`config.mk`:
```
export PLATFORM = sky130hd
export DESIGN_NAME = ps2_mouse_rx
export DESIGN_NICKNAME = d
export VERILOG_FILES = /design/src/rtl/ps2_mouse_rx.sv
export SDC_FILE = /design/constraint.sdc
export NUM_CORES = 1
export LEC_CHECK = 0
export BUFFER_PORTS_ARGS = -buffer_cell sky130_fd_sc_hd__buf_4
export CAP_MARGIN = 20
export CORE_MARGIN = 4
export CORE_UTILIZATION = 45
export CTS_BUF_LIST = sky130_fd_sc_hd__clkbuf_2 sky130_fd_sc_hd__clkbuf_4 sky130_fd_sc_hd__clkbuf_8
export DETAILED_ROUTE_END_ITERATION = 8
export PLACE_DENSITY = 0.76
export SYNTH_ARGS = -nofsm -noshare
export SYNTH_HDL_FRONTEND = slang
export SYNTH_SLANG_ARGS = --single-unit
```
`constraint.sdc`:
```
create_clock -name clk -period 1.9 [get_ports clk]
set_input_delay 0.095 -clock clk [delete_from_list [all_inputs] [get_ports clk]]
set_output_delay 0.095 -clock clk [all_outputs]
set_load 0.02 [all_outputs]
```
`src/rtl/ps2_mouse_rx.sv`:
```
// PS/2 mouse receiver: filtered device clock, 11-bit frame deserialiser, 3-byte packet assembly.
// Optional odd-parity checking is enabled by defining PS2_MOUSE_RX_PARITY_EN.
module ps2_mouse_rx #(
  parameter int          FILTER_LEN = 8,
  parameter logic [15:0] TIMEOUT    = 16'd20000
) (
  input  logic        clk,
  input  logic        reset_n,
  input  logic        ps2_clk,
  input  logic        ps2_dat,
  output logic [24:0] ps2_mouse,
  output logic        frame_err
);

  typedef enum logic [1:0] {IDLE, DATA, PARITY, STOP} state_t;

  localparam logic [3:0] FLT_MAX = 4'(FILTER_LEN - 1);

  logic        clk_meta_q, clk_sync_q, dat_meta_q, dat_sync_q;
  logic        filt_q, filt_d;
  logic [3:0]  flt_cnt_q, flt_cnt_d;
  logic        fall_q, fall_d;
  logic [15:0] to_cnt_q;
  state_t      state_q;
  logic [3:0]  bit_cnt_q;
  logic [7:0]  shift_q;
  logic [1:0]  idx_q;
  logic [7:0]  byte0_q, byte1_q;
  logic [24:0] mouse_q;
  logic        err_q;
  logic        to_fire;
  logic        par_ok;

`ifdef PS2_MOUSE_RX_PARITY_EN
  logic par_q;
  assign par_ok = ^{par_q, shift_q};
`else
  assign par_ok = 1'b1;
`endif

  // The filtered level flips only after FILTER_LEN consecutive samples disagree with it.
  always_comb begin
    filt_d    = filt_q;
    flt_cnt_d = flt_cnt_q;
    if (clk_sync_q == filt_q) begin
      flt_cnt_d = 4'd0;
    end else if (flt_cnt_q == FLT_MAX) begin
      filt_d    = clk_sync_q;
      flt_cnt_d = 4'd0;
    end else begin
      flt_cnt_d = flt_cnt_q + 4'd1;
    end
    fall_d = filt_q & ~filt_d;
  end

  assign to_fire = (to_cnt_q == TIMEOUT) && ((state_q != IDLE) || (idx_q != 2'd0));

  always_ff @(posedge clk) begin
    if (!reset_n) begin
      clk_meta_q <= 1'b1;
      clk_sync_q <= 1'b1;
      dat_meta_q <= 1'b1;
      dat_sync_q <= 1'b1;
      filt_q     <= 1'b1;
      flt_cnt_q  <= 4'd0;
      fall_q     <= 1'b0;
      to_cnt_q   <= 16'd0;
    end else begin
      clk_meta_q <= ps2_clk;
      clk_sync_q <= clk_meta_q;
      dat_meta_q <= ps2_dat;
      dat_sync_q <= dat_meta_q;
      filt_q     <= filt_d;
      flt_cnt_q  <= flt_cnt_d;
      fall_q     <= fall_d;
      if (fall_q)
        to_cnt_q <= 16'd0;
      else if (to_cnt_q != TIMEOUT)
        to_cnt_q <= to_cnt_q + 16'd1;
    end
  end

  always_ff @(posedge clk) begin
    if (!reset_n) begin
      state_q   <= IDLE;
      bit_cnt_q <= 4'd0;
      shift_q   <= 8'd0;
      idx_q     <= 2'd0;
      byte0_q   <= 8'd0;
      byte1_q   <= 8'd0;
      mouse_q   <= 25'd0;
      err_q     <= 1'b0;
`ifdef PS2_MOUSE_RX_PARITY_EN
      par_q     <= 1'b0;
`endif
    end else begin
      err_q <= 1'b0;
      // A timeout coinciding with a fall takes priority; the fall is dropped.
      if (to_fire) begin
        err_q   <= 1'b1;
        state_q <= IDLE;
        idx_q   <= 2'd0;
      end else if (fall_q) begin
        case (state_q)
          IDLE: begin
            if (!dat_sync_q) begin
              state_q   <= DATA;
              bit_cnt_q <= 4'd0;
            end else begin
              err_q <= 1'b1;
              idx_q <= 2'd0;
            end
          end
          DATA: begin
            shift_q   <= {dat_sync_q, shift_q[7:1]};
            bit_cnt_q <= bit_cnt_q + 4'd1;
            if (bit_cnt_q == 4'd7)
              state_q <= PARITY;
          end
          PARITY: begin
`ifdef PS2_MOUSE_RX_PARITY_EN
            par_q <= dat_sync_q;
`endif
            state_q <= STOP;
          end
          default: begin
            state_q <= IDLE;
            if (!dat_sync_q || !par_ok || ((idx_q == 2'd0) && !shift_q[3])) begin
              err_q <= 1'b1;
              idx_q <= 2'd0;
            end else begin
              case (idx_q)
                2'd0: begin
                  byte0_q <= shift_q;
                  idx_q   <= 2'd1;
                end
                2'd1: begin
                  byte1_q <= shift_q;
                  idx_q   <= 2'd2;
                end
                default: begin
                  mouse_q <= {~mouse_q[24], shift_q, byte1_q, byte0_q};
                  idx_q   <= 2'd0;
                end
              endcase
            end
          end
        endcase
      end
    end
  end

  assign ps2_mouse = mouse_q;
  assign frame_err = err_q;

endmodule
```
# After elaboration in Yosys (flattened, before gate mapping)
# Cells that the tools add are included.
# Widths: inputs -> output; s select.
[classes]
eq_ne = 11
n_mux = 16
n_addsub = 3
order_cmp = 0
div_mod_pow = 0
shift = 0
n_reduce_logical = 24
n_bitwise = 9
n_mul = 0
[op_table]
columns = ["op", "n"]
rows = [
  ["$add 16x1->16 const B", 1],
  ["$eq 16x15->1 const B", 1],
  ["$ne 16x15->1 const B", 1],
  ["$reduce_and 5->1", 3],
  ["$reduce_and 3->1", 3],
  ["$add 4x1->4 const B", 2],
  ["$eq 4x3->1 const B", 2],
  ["$mux 2", 4],
  ["$not 1->1", 8],
  ["$pmux 2 s2", 2],
  ["$pmux 4 s2", 1],
  ["$reduce_or 2->1", 4],
  ["$mux 1", 6],
  ["$ne 2x2->1 const B", 3],
  ["$pmux 2 s3", 1],
  ["$reduce_bool 2->1", 3],
  ["$reduce_or 3->1", 2],
  ["$eq 2x1->1 const B", 2],
  ["$logic_not 2->1", 2],
  ["$mux 4", 1],
  ["$reduce_and 4->1", 1],
  ["$eq 2x2->1 const B", 1],
  ["$logic_and 1x1->1", 2],
  ["$logic_not 1->1", 2],
  ["4 further kinds", 5],
]
[word_totals]
ram_bits = 0
output_inout_bits = 26
input_bits = 4
latchBits = 0
word_cells = 79
regBits = 84
memories = 0
romBits = 0

# Depth between registers and ports, before layout
# Gate-level depths: netlist of run 1.
[logic_depth]
depth_word = 7
mapped_depth = 9
mapped_depth_nobuf = 7

# Least setup slack after synthesis of run 1
# No wires, ideal clock.
[synth_timing]
path_kind = "register to register"
start = "register to_cnt_q[0]"
end = "register bit_cnt_q[1]"
arrival_time_ns = 1.772
stages_incl_launch_ff = 10
setup_time_ns = 0.117
t_required_ns = 1.783
slack_ns = 0.011
period_less_slack_ns = 1.889
path_buffers = 2
path_cell_list = "dfxtp_1 > inv_1 > ha_1 > nor4bb_1 > nand4_1 > buf_6 > o211a_1 > buf_6 > and3_4 > a32o_1"
[synth_between]
elab_chain_cells = 4
[synth_lines]
columns = ["element", "line_no", "rtl"]
rows = [
  ["start, declared", "23", "logic [15:0] to_cnt_q;"],
  ["start signal, assigned", "79", "to_cnt_q <= to_cnt_q + 16'd1;"],
  ["$eq 16x15->1", "56", "assign to_fire = (to_cnt_q == TIMEOUT) && ((state_q != IDLE) || (idx_q != 2'd0));"],
  ["$logic_and 1x1->1", "56", ""],
  ["$not 1->1 (no source line)", "n/a", ""],
  ["$reduce_and 4->1 (no source line)", "n/a", ""],
  ["end signal, assigned", "116", "bit_cnt_q <= bit_cnt_q + 4'd1;"],
  ["end, declared", "25", "logic [3:0] bit_cnt_q;"],
]
# No other way between the ends.
# A chain may end at the register's enable or synchronous reset.

# Worst setup path after layout of run 1
[layout_timing]
start = "register to_cnt_q[1]"
end = "register mouse_q[6], in the netlist ps2_mouse[6]"
[layout_between]
elab_chain_cells = 4
[layout_lines]
columns = ["element", "line_no", "rtl"]
rows = [
  ["$eq 16x15->1", "56", ""],
  ["$logic_and 1x1->1", "56", ""],
  ["$not 1->1 (no source line)", "n/a", ""],
  ["$reduce_and 5->1 (no source line)", "n/a", ""],
  ["end signal, assigned", "142", "mouse_q <= {~mouse_q[24], shift_q, byte1_q, byte0_q};"],
  ["end, declared", "29", "logic [24:0] mouse_q;"],
]
# No other way between the ends.

==> impl_metrics.csv, run 1 <==
group,metric,value,unit
clocking,cts_max_level,3,
global_route,track_usage,14.7,%
placed_design,io_buffers,29,
clocking,clk_latency,0.35,ns
synth,netlist_instances,341,
final_layout,register_area,0.00168,mm2
global_route,gr-total-overflow,0,
drt,met1Wirelength,3010,um
global_route,grt_pass1_wl,10600,um
job,drv_cap,0,
clocking,cts.sink_count,84,
sta,final_max_slew_viol_count,0,
power,ir_drop,0.679,mV
final_layout,antenna_cells,0,
clocking,cts_buffer_depth,2,
min_path,hold_depth,2,
drt,routed.top_layer,"met4",
setup_path,arrival,2.09,ns
sta,post-route-min-period,1.85,ns
sta,fmaxAchievable,542,MHz
setup_path,rr_worst_depth,9,
setup_path,rrSetupSlack,0.05,ns
drt,drtIter0Drc,128,
power,power.leakage,1.59,nW
final_layout,area_delta_synth_final,21.1,%
global_route,grt_pass1_vias,2330,
sta,tns,0,ns
synth,yosys_warnings,0,
clocking,cts_root_buffer,"clkbuf_8",
floorplan,die_h,96.2,um
drt,firstDrtPassIters,4,
setup_path,r2r-start,"to_cnt_q[1]",
floorplan,start_util,47.2,%
floorplan,coreArea,0.00741,mm2
placed_design,place.gp.congestion,0.870,
setup_path,cp_max_fo,13,
drt,vias_per_cell,5.00,
sta,tightest_slew,0.534,ns
sta,slew_headroom,64.3,%
setup_path,worstReg2RegEnd,"ps2_mouse[6]",
final_layout,n_fill_cell,645,
floorplan,ios,30,
final_layout,finalNetCount,399,
synth,synth_cell_types,45,
floorplan,placementRows,31,
sta,whs,0.0308,ns
synth,synth_seq_area_share,48.1,%
sta,fin_crit_sh,97.2,%
min_path,min_from,"reset_n",
drt,wl_met2,3060,um
floorplan,fp.dieArea,0.00925,mm2
status,outcome,"complete, no violations",
drt,wl_per_cell,12.9,um
clocking,clkTransAtPathRegs,0.08,ns
drt,route.detailed.drc,0,
drt,drt_wl_total,6340,um
drt,ant_nets,0,
drt,vias,2455,
setup_path,critPathLaunchType,"flip-flop",
min_path,min_to,"filt_q",
sta,finalHoldViolCount,0,
global_route,antenna_found_initial,0,
power,powerDensity,739,mW/mm2
setup_path,crit_required,2.14,ns
synth,synthArstFlopShare,0,%
placed_design,place_hpwl,4410,um
clocking,cts_made_buffers,9,
synth,synthesis.nets,353,
floorplan,die_w,96.2,um
synth,synth_seq_cells,84,
synth,synth-edff-count,0,
setup_path,crit_path_end_kind,"flip-flop",
min_path,hold_path.class,"in2reg",
setup_path,criticalPathCategory,"reg2reg",
sta,grt_setup_unrepaired,"yes",
final_layout,drive_above_1_share,20.4,%
synth,synthFlopType,"dfxtp_1",
sta,skew,0.00791,ns
global_route,grt_max_degree,47,
sta,setup-violations-final,0,
clocking,cts_tree,"done",
drt,route.met3.wl,228,um
synth,netlist_area,0.00350,mm2
final_layout,multi_input_area,0.00175,mm2
synth,syn_area_per_cell,10.3,um2
==> stage by stage <==
step / area (um2) / std cells / setup WS (ns) / util (%) / total power [W]
6_report: 4240 / 491 / 0.0539 / 57.2 / 0.00313
5_1_grt: 4240 / 491 / -0.0563 / 57.2 / 0.00326
4_1_cts: 4190 / 489 / -0.00154 / 56.6 / 0.00317
3_5_place_dp: 3930 / 469 / -0.0195 / 53.0 / 0.00189
3_3_place_gp: 3930 / 469 / 0.0619 / 53.0 / 0.00189
2_1_floorplan: 3500 / 341 / 0.0106 / - / 0.00187
==> state kept, by name, summed over array words and instances (netlist names) <==
register    cells
byte0_q         8
dat_meta_q      1
idx_q           2
fall_q          1
to_cnt_q       16
ps2_mouse      25
byte1_q         8
clk_sync_q      1
shift_q         8
dat_sync_q      1
clk_meta_q      1
frame_err       1
flt_cnt_q       4
state_q         2
bit_cnt_q       4
filt_q          1
==> per-layer routing <==
layer	GRT usage (%)	up-vias
li1	-	1248
met1	17.9	1175
met2	23.7	30
met3	5.00	2
met4	6.16	0
met5	0	-
==> worst max-delay path by stage <==
stage           startpoint            to  cells after the start
2_1_floorplan  to_cnt_q[0]  bit_cnt_q[1]                      9
3_3_place_gp   to_cnt_q[1]  bit_cnt_q[3]                      8
3_5_place_dp   to_cnt_q[1]    byte0_q[7]                      8
4_1_cts        to_cnt_q[1]  ps2_mouse[6]                      9
5_1_grt        to_cnt_q[0]  ps2_mouse[8]                      9
6_report       to_cnt_q[1]  ps2_mouse[6]                      9
==> Yosys cell counts, drive strengths merged, types with 3 or more instances <==
library cell,instances,area (um2)
nor2,25,93.8
and2,3,18.8
nand3b,3,22.5
mux2i,50,500
xnor2,3,26.3
and3,9,61.3
inv,8,30.0
o21ai,3,15.0
a21oi,7,35.0
nand2b,4,25.0
buf,8,57.6
clkbuf,9,33.8
and4,3,26.3
nor2b,48,300
nand2,15,56.3
nand3,10,50.1
xor2,15,131
dfxtp,84,1680
ha,8,100
==> layout make-up <==
cell class	instances	share of cell area [%]
Timing Repair Buffer	52	10.6
Clock inverter	7	1.80
Tap cell	99	2.92
Sequential cell	84	39.8
Multi-Input combinational cell	232	41.3
Clock buffer	9	2.92
Inverter	8	0.709
==> worst max-delay path, cell delays in order, from the launching register on <==
cell,delay (ns)
dfxtp_2,0.34
inv_2,0.05
ha_4,0.14
nor4bb_4,0.14
nand4_1,0.15
buf_4,0.16
nor3b_4,0.29
buf_12,0.20
mux2i_1,0.21
nor2b_1,0.06
==> timing repair <==
item                                    CTS  global route
pin swaps                                 3             1
endpoints found under the hold margin     2             0
setup buffers                             2             2
endpoints found under the setup margin   18            49
resized for setup                         3             8
hold buffers                              2             0
==> power breakdown <==
part           internal, W  leakage [nW]  switching [W]
combinational    0.0000466         0.819      0.0000448
clock             0.000613        0.0958       0.000649
sequential         0.00177         0.678     0.00000584
total              0.00243          1.59       0.000700
==> layout by cell type (no fill, tap or decap), drive strengths merged, types with 3 or more instances in the layout <==
master / instances
o21ai: 3
a21oi: 7
nor2b: 48
nor2: 25
ha: 8
mux2i: 50
buf: 50
and2: 3
xnor2: 3
nand3: 10
and3: 9
nand2b: 4
xor2: 15
nand2: 15
dfxtp: 84
clkinv: 3
inv: 9
and4: 3
nand3b: 3
clkbuf: 9
==> kinds of logic (layout without fill, tap and decap cells) <==
kind of cell	Yosys count	in the layout	share of synthesized area [%]
adders and majority gates	8	8	2.86
muxes	50	50	14.3
AOI/OAI and AO/OA	20	20	4.40
buffers and inverters	25	76	3.47
and+or+nand+nor	136	136	22.4
xor gates and xnor gates	18	18	4.51
DFF	84	84	48.1
(Power assumes the default switching activity.)
==> run 2: changes to the inputs <==
--- a/config.mk
+++ b/config.mk
@@ -11,6 +11,7 @@
 export CORE_UTILIZATION = 45
 export CTS_BUF_LIST = sky130_fd_sc_hd__clkbuf_2 sky130_fd_sc_hd__clkbuf_4 sky130_fd_sc_hd__clkbuf_8
 export DETAILED_ROUTE_END_ITERATION = 8
+export GPL_TIMING_DRIVEN = 0
 export PLACE_DENSITY = 0.76
 export SYNTH_ARGS = -nofsm -noshare
 export SYNTH_HDL_FRONTEND = slang
==> impl_metrics.csv, run 2 (synthesis results as in run 1) <==
group,metric,value,unit
sta,grt_setup_unrepaired,"yes",
final_layout,final_cell_mix,"dfxtp_1, mux2i_1, nor2b_1, buf_4, nor2_1",
global_route,top_usage_layer,"met2",
global_route,gr-total-overflow,0,
min_path,hold_path.class,"in2reg",
placed_design,dp_slack,-0.237,ns
clocking,cts.sink_count,84,
sta,tightest_slew,0.416,ns
drt,firstDrtPassIters,4,
power,swShare,24.9,%
status,outcome,"complete, no violations",
placed_design,place.gp.congestion,0.832,
floorplan,fp.dieArea,0.00925,mm2
power,powerDensity,732,mW/mm2
clocking,cts_root_buffer,"clkbuf_8",
clocking,cts_max_level,3,
clocking,cts_made_buffers,9,
clocking,cts_buffer_depth,2,
power,power.leakage,1.58,nW
setup_path,critPathLaunchType,"flip-flop",
clocking,cts_tree,"done",
final_layout,drive_above_1_share,19.9,%
job,drv_cap,0,
setup_path,criticalPathCategory,"reg2reg",
power,internal-power,0.00232,W
sta,fmaxAchievable,532,MHz
global_route,use_met1,20.5,%
power,comb_power_share,3.1,%
drt,wl_per_cell,13.7,um
placed_design,place_hpwl,4600,um
setup_path,arrival,2.13,ns
setup_path,cp_max_fo,5,
final_layout,largest_reg_flops,25,
clocking,clkTransAtPathRegs,0.09,ns
global_route,grt_max_degree,18,
power,ir_drop,0.441,mV
floorplan,start_util,47.2,%
power,p_sw,0.000770,W
final_layout,antenna_cells,0,
drt,drt_wl_total,6800,um
global_route,grt_pass1_wl,11500,um
drt,ant_nets,0,
global_route,track_usage,16.0,%
setup_path,crit_required,2.15,ns
sta,skew,0.0129,ns
drt,route.detailed.drc,0,
sta,fin_crit_sh,98.9,%
sta,post-route-min-period,1.88,ns
clocking,clk_latency,0.36,ns
global_route,antenna_found_initial,0,
sta,fin_ws,0.0202,ns
global_route,use_met3,4.53,%
drt,vias_per_cell,5.02,
sta,setup-violations-final,0,
placed_design,io_buffers,29,
global_route,grt_pass1_vias,2444,
power,power_frac_seq,57.5,%
final_layout,instances_no_fill,495,
final_layout,final_common_cell,"dfxtp_1",
sta,slew_headroom,72.3,%
floorplan,die_w,96.2,um
final_layout,area_delta_synth_final,20.8,%
drt,drtIter0Drc,78,
floorplan,die_h,96.2,um
floorplan,placementRows,31,
global_route,grt_use_met2,25.2,%
drt,vias,2483,
sta,finalHoldViolCount,0,
final_layout,finalNetCount,403,
floorplan,coreArea,0.00741,mm2
setup_path,crit_path_end_kind,"flip-flop",
placed_design,dp_cells,469,
power,p_clk_share,39.4,%
floorplan,ios,30,
sta,final_max_slew_viol_count,0,
run 2: worst max-delay path: stages, from the launching register on:
cell and delay [ns]:
dfxtp_4 0.36, inv_4 0.06, ha_4 0.11, nor4bb_4 0.18, nand4_1 0.19, buf_6 0.18, o211a_1 0.21, buf_6 0.13
and3_4 0.17, a32o_1 0.19
run 2: cell type report:
type | count | area [um2]
well taps | 99 | 124
clock inverters | 7 | 68.8
clock buffers | 9 | 124
inverters | 8 | 32.5
repair buffers | 40 | 330
plain buffers | 16 | 111
multi-input cells | 232 | 1750
flip-flops and latches | 84 | 1690
fillers | 636 | 3180
run 2: timing repair:
item | 4_1_cts | 5_1_grt
pin swaps | 4 | 5
setup endpoints to repair | 48 | 46
hold endpoints to repair | 2 | 0
buffers inserted | 7 | 2
gates resized for setup | 13 | 11
hold buffers | 2 | 0
run 2: per-layer routing:
metal	part of all wire [%]	wire length, um
met1	48	3260
met2	47	3220
met3	3.4	231
met4	1.4	93
met5	0	0
run 2: per-stage QoR:
stage                     util (%)  hold slack, ns  power (W)   TNS, ns  instance area (um2)
final                         57.0           0.146    0.00309         0                 4220
after detailed placement      51.8           0.281    0.00189     -7.07                 3840
after global routing          57.0           0.164    0.00322    -0.398                 4220
after floorplan                  -           0.196    0.00187         0                 3500
after global placement        51.8           0.284    0.00189     -5.31                 3840
after CTS                     56.1           0.138    0.00312  -0.00103                 4160
run 2: power by group through the flow:
stage | clock network (W) | logic, W | registers (W)
6_report | 0.00122 | 0.0000973 | 0.00178
5_1_grt | 0.00133 | 0.000109 | 0.00178
4_1_cts | 0.00124 | 0.0000978 | 0.00178
3_5_place_dp | 0 | 0.0000739 | 0.00182
3_3_place_gp | 0 | 0.0000732 | 0.00182
2_1_floorplan | 0 | 0.0000527 | 0.00182
run 2: final timing paths:
check | start | to | slack (ns) | cells after the start
worst max-delay path | to_cnt_q[0] | bit_cnt_q[3] | 0.02 | 9
worst min register to register | clk_meta_q | clk_sync_q | 0.41 | 1
worst min-delay path | reset_n | bit_cnt_q[0] | 0.15 | 3
worst max register to register | to_cnt_q[0] | bit_cnt_q[3] | 0.02 | 9
